## config.mk

```make
export PLATFORM = sky130hd
export DESIGN_NAME = fetch_pc_gen
export DESIGN_NICKNAME = d
export VERILOG_FILES = /design/src/rtl/banff_fetch_pkg.sv /design/src/rtl/pc_next_mux.sv /design/src/rtl/fetch_pc_gen.sv
export SDC_FILE = /design/constraint.sdc
export NUM_CORES = 1
export LEC_CHECK = 0
export BUFFER_PORTS_ARGS = -buffer_cell sky130_fd_sc_hd__buf_2
export CAP_MARGIN = 10
export CORE_MARGIN = 10
export CORE_UTILIZATION = 35
export CTS_BUF_LIST = sky130_fd_sc_hd__clkbuf_8
export DETAILED_ROUTE_END_ITERATION = 12
export PLACE_DENSITY = 0.62
export REMOVE_ABC_BUFFERS = 1
export SLEW_MARGIN = 20
export SYNTH_ARGS = -nofsm -noshare
export SYNTH_HDL_FRONTEND = slang
export SYNTH_SLANG_ARGS = --single-unit
```

## constraint.sdc

```tcl
create_clock -name clock -period 2.2 [get_ports clock]
set_clock_uncertainty 0.2 [all_clocks]
set_input_delay 0.33 -clock clock [delete_from_list [all_inputs] [get_ports clock]]
set_output_delay 0.33 -clock clock [all_outputs]
set_load 0.005 [all_outputs]
```

## src/rtl/banff_fetch_pkg.sv

```systemverilog
// Shared definitions for the fetch PC generator: FSM state encoding and
// alignment helpers derived from the instruction size.
package banff_fetch_pkg;

    typedef enum logic [1:0] {
        ST_BOOT   = 2'd0,
        ST_FETCH  = 2'd1,
        ST_HALTED = 2'd2
    } fetch_state_e;

    localparam int INSTR_BYTES_DEFAULT = 4;

    // Number of low address bits that must be zero for an aligned target.
    function automatic int align_bits(input int instr_bytes);
        return $clog2(instr_bytes);
    endfunction

    localparam int ALIGN_BITS_DEFAULT = align_bits(INSTR_BYTES_DEFAULT);

endpackage

```

## src/rtl/pc_next_mux.sv

```systemverilog
// Combinational next-PC select: trap > redirect > sequential advance > hold,
// with loaded targets forced onto an instruction boundary.
module pc_next_mux
    import banff_fetch_pkg::*;
#(
    parameter int XLEN        = 32,
    parameter int INSTR_BYTES = INSTR_BYTES_DEFAULT
) (
    input  logic [XLEN-1:0] cur_pc_i,
    input  logic            advance_i,
    input  logic            redirect_valid_i,
    input  logic [XLEN-1:0] redirect_pc_i,
    input  logic            trap_valid_i,
    input  logic [XLEN-1:0] trap_vector_i,
    output logic [XLEN-1:0] next_pc_o
);

    localparam int              AB         = align_bits(INSTR_BYTES);
    localparam logic [XLEN-1:0] ALIGN_MASK = {{(XLEN-AB){1'b1}}, {AB{1'b0}}};
    localparam logic [XLEN-1:0] STEP       = XLEN'(INSTR_BYTES);

    always_comb begin
        next_pc_o = cur_pc_i;
        if (trap_valid_i) begin
            next_pc_o = trap_vector_i & ALIGN_MASK;
        end else if (redirect_valid_i) begin
            next_pc_o = redirect_pc_i & ALIGN_MASK;
        end else if (advance_i) begin
            // Natural modulo-2^XLEN wrap, no overflow flag.
            next_pc_o = cur_pc_i + STEP;
        end
    end

endmodule

```

## src/rtl/fetch_pc_gen.sv

```systemverilog
// Fetch PC generator: BOOT/FETCH/HALTED sequencing, trap/redirect handling
// and registered fetch outputs. Next-PC selection lives in pc_next_mux.
module fetch_pc_gen
    import banff_fetch_pkg::*;
#(
    parameter int              XLEN         = 32,
    parameter logic [XLEN-1:0] RESET_VECTOR = '0,
    parameter int              INSTR_BYTES  = INSTR_BYTES_DEFAULT
) (
    input  logic            clock,
    input  logic            reset,
    input  logic            pc_ready,
    input  logic            stall,
    input  logic            redirect_valid,
    input  logic [XLEN-1:0] redirect_pc,
    input  logic            trap_valid,
    input  logic [XLEN-1:0] trap_vector,
    input  logic            halt_req,
    input  logic            resume_req,
    output logic [XLEN-1:0] pc,
    output logic            pc_valid,
    output logic            flush,
    output logic [XLEN-1:0] epc,
    output logic            halted
);

    // state     | meaning
    // ST_BOOT   | single cycle after reset, no fetch issued
    // ST_FETCH  | issuing fetches, pc advances on accepted requests
    // ST_HALTED | fetch stopped, pc held (redirects still load it)
    fetch_state_e    state_q;
    logic [XLEN-1:0] pc_q;
    logic [XLEN-1:0] pc_d;
    logic [XLEN-1:0] epc_q;
    logic            pc_valid_q;
    logic            flush_q;
    logic            halted_q;
    logic            advance;

    assign advance = (state_q == ST_FETCH) && pc_ready && !stall;

    pc_next_mux #(
        .XLEN        (XLEN),
        .INSTR_BYTES (INSTR_BYTES)
    ) u_pc_next_mux (
        .cur_pc_i         (pc_q),
        .advance_i        (advance),
        .redirect_valid_i (redirect_valid),
        .redirect_pc_i    (redirect_pc),
        .trap_valid_i     (trap_valid),
        .trap_vector_i    (trap_vector),
        .next_pc_o        (pc_d)
    );

    always_ff @(posedge clock) begin
        if (reset) begin
            state_q    <= ST_BOOT;
            pc_q       <= RESET_VECTOR;
            epc_q      <= '0;
            pc_valid_q <= 1'b0;
            flush_q    <= 1'b0;
            halted_q   <= 1'b0;
        end else begin
            pc_q    <= pc_d;
            flush_q <= trap_valid || redirect_valid;
            // Traps win over everything else and also wake a halted core.
            if (trap_valid) begin
                epc_q      <= pc_q;
                state_q    <= ST_FETCH;
                pc_valid_q <= 1'b1;
                halted_q   <= 1'b0;
            end else begin
                case (state_q)
                    ST_BOOT: begin
                        state_q    <= ST_FETCH;
                        pc_valid_q <= 1'b1;
                        halted_q   <= 1'b0;
                    end
                    ST_FETCH: begin
                        if (halt_req) begin
                            state_q    <= ST_HALTED;
                            pc_valid_q <= 1'b0;
                            halted_q   <= 1'b1;
                        end
                    end
                    ST_HALTED: begin
                        if (resume_req) begin
                            state_q    <= ST_FETCH;
                            pc_valid_q <= 1'b1;
                            halted_q   <= 1'b0;
                        end
                    end
                    default: begin
                        state_q    <= ST_BOOT;
                        pc_valid_q <= 1'b0;
                        halted_q   <= 1'b0;
                    end
                endcase
            end
        end
    end

    assign pc       = pc_q;
    assign pc_valid = pc_valid_q;
    assign flush    = flush_q;
    assign epc      = epc_q;
    assign halted   = halted_q;

endmodule
```

==> results.md <==
- Hold_ws: 0.0371 ns
- Clock root buffer: clkbuf_8
- CTS Buffer Depth: 2
- Wire length per cell: 17.1 um
- Starting Density: 0.354
- Synth Flop Type: dfxtp_1
- Die width: 122 um
- Max_cap viols: 0
- R2R Path End: pc[24]
- Slowest stage cell on the critical path: or3_1
- Worst setup SP type: flip-flop
- Unique masters post-synth: 63
- Final setup fails: 0
- Worst Path Max Fanout: 5
- Pwr per Cell Area: 592 nW/um^2
- Pleak: 0.00223 uW
- End of the critical path: pc[24]
- Async SR Flop Fraction: 0
- Crit path cell chain: nand4_1 -> buf_4 -> buf_4 -> nor3_2 -> nand4_1 -> or3_1 -> o211ai_1
- Worst vdd ir: 331 uV
- DRT antenna net count: 0
- Avg Vias per Cell: 5.22
- Gr ovfl total: 0
- Core area: 10200 um^2
- Initial antenna violation count: 2
- Synth-to-Final Area Change: 31.2%
- WP data arrival: 2.12 ns
- Clock latency on the worst-skew pair: 0.35 ns
- Period utilization: 0.932
- Slew Limit Fails: 0
- IO Pins: 139
- Setup TNS: 0 ns
- F_max: 488 MHz
- Most common cell after layout, fill and taps aside: buf_2
- Mapped Cells: 432
- Critical Path Source: pc[9]
- # DRC: 0
- Post-synth EDFFs: 0
- Synth top area share: 0.355
- R2R Setup Slk: 0.15 ns
- First-pass GRT wire length: 19.6 mm
- R2R cell count: 7
- Vias in the first global route: 3837
- Critical path's largest stage delay: 0.42 ns
- Die span in y: 122 um
- Fin nets: 656
- Mapped cell area: 3610 um^2
- Die area: 14800 um^2
- H-tree level count: 3
- Maximum number of pins on one net before global-route repair: 35
- Dpl hpwl: 9.45 mm
- Ranking of synthesized cells by area: dfxtp_1 (36%), mux2i_1 (11%), nor2_1 (6.6%)
- 1st-iter DRT viols: 193
- CTS Buf Count: 9
- Critical path class: flip-flop to flip-flop
- Worst r2r src: pc[9]
- CP Capture Type: flip-flop
- Final number of hold-violating endpoints: 0
- Commonest cells after routing, fill and taps aside: buf_2 (129), dfxtp_1 (64), nor2_1 (63), mux2i_1 (41), buf_4 (40)
- CP required: 2.27 ns
- Status: completed
- Fin crit period: 2.05 ns
- CTS tree: built
- Vias: 3776
- Gp weighted congestion: 0.871
- Flops & latches, synth: 64
- IO buf count: 130
- CTS sink count: 64
- Filler Cell Count: 1059
- All-Layer GR Usage: 0.166
- Reg clk slew, reported paths: 0.07 ns
- Routed wire length: 12.4 mm
- HP Class: input port to flip-flop
- DRT Pass-1 Iters: 4
- Post-synth top area cell: dfxtp_1
- Diodes inserted: 0
- Num rows: 37
- Unrepaired setup endpoints after global routing: false
- Syn Area/Cell: 8.35 um^2
- Sequential element share of the synthesized area: 0.355
- Warnings, synthesis: 0
- Layout cells sized above 1: 0.342
-- cells by family (layout without fill, tap and decap cells) --
kind of cell	Yosys count	after routing	share of synthesized area
buf+inv	44	197	0.0704
flops	64	64	0.355
simple gates	165	165	0.232
xor+xnor	13	13	0.0316
fa+ha+maj	1	1	0.00347
other cells	1	4	0.00104
compound gates	103	103	0.193
mux	41	41	0.114
-- state kept, by name, indices dropped and copies added, names as in the netlist --
name,count
epc,30
state_q,2
pc,30
halted,1
flush,1
-- cell usage after synthesis, types with 5 or more instances --
| cell type | count |
|---|---|
| xnor2_1 | 5 |
| o21a_1 | 5 |
| nor3_1 | 9 |
| nand4_1 | 11 |
| nor2_1 | 63 |
| xor2_1 | 8 |
| dfxtp_1 | 64 |
| or3_1 | 6 |
| inv_1 | 9 |
| a21oi_1 | 18 |
| clkbuf_8 | 5 |
| a22oi_1 | 6 |
| a311oi_1 | 6 |
| buf_2 | 5 |
| a211oi_1 | 7 |
| nand3_1 | 11 |
| clkbuf_1 | 16 |
| o21ai_0 | 29 |
| nand2_1 | 37 |
| mux2i_1 | 41 |
-- per-stage QoR --
stage / total power [uW] / instance area (um^2) / util / instances / setup WS (ns)
floorplan: 1560 / 3400 / - / 401 / 0.191
global placement: 1860 / 4500 / 0.442 / 704 / 0.191
detailed placement: 1880 / 4500 / 0.442 / 704 / 0.0700
CTS: 2840 / 4710 / 0.462 / 722 / 0.0532
global route: 2970 / 4740 / 0.465 / 724 / 0.00655
finish: 2810 / 4740 / 0.465 / 724 / 0.150
-- worst min-delay path by stage --
| stage | slack [ns] | cells after the start | from | end |
|---|---|---|---|---|
| final | 0.04 | 3 | trap_vector[7] | pc[7] |
| after global routing | 0.05 | 3 | trap_vector[7] | pc[7] |
| after CTS | 0.03 | 3 | trap_vector[7] | pc[7] |
| after detailed placement | 0.28 | 2 | epc[6] | epc[6] |
| after global placement | 0.27 | 2 | epc[14] | epc[14] |
| after floorplan | 0.20 | 1 | reset | pc[27] |
-- critical path: cells and delay by family (launching register included) --
kind | cells | cell delay, ns
simple gates | 4 | 0.97
flops | 1 | 0.40
buf+inv | 2 | 0.32
compound gates | 1 | 0.09
-- metal layers --
layer	share of wire	track usage	wire (um)
met3	0.11	0.0722	1370
met2	0.46	0.274	5650
met1	0.42	0.191	5240
met4	0.010	0.0455	127
met5	0.00056	0	7
-- layout make-up --
cell class	instances	area, um^2	share of cell area
clock buffers	12	165	0.0349
clock inverters	4	18.8	0.00396
inverters	10	37.5	0.00793
multi-input cells	327	2100	0.443
flip-flops and latches	64	1280	0.271
well taps	136	170	0.0359
repair buffers	171	966	0.204
-- power by group --
part           internal (uW)  leakage [uW]  switching [uW]
combinational            262       0.00160             289
clock                    491      0.000103             463
sequential              1230      0.000527            69.1
-- what timing repair did --
action,CTS,global route
endpoints found under the hold margin,2,0
endpoints found under the setup margin,0,5
buffers inserted,0,2
hold buffers,2,0
gates resized for setup,0,3
Power figures use the tool's default switching activity.
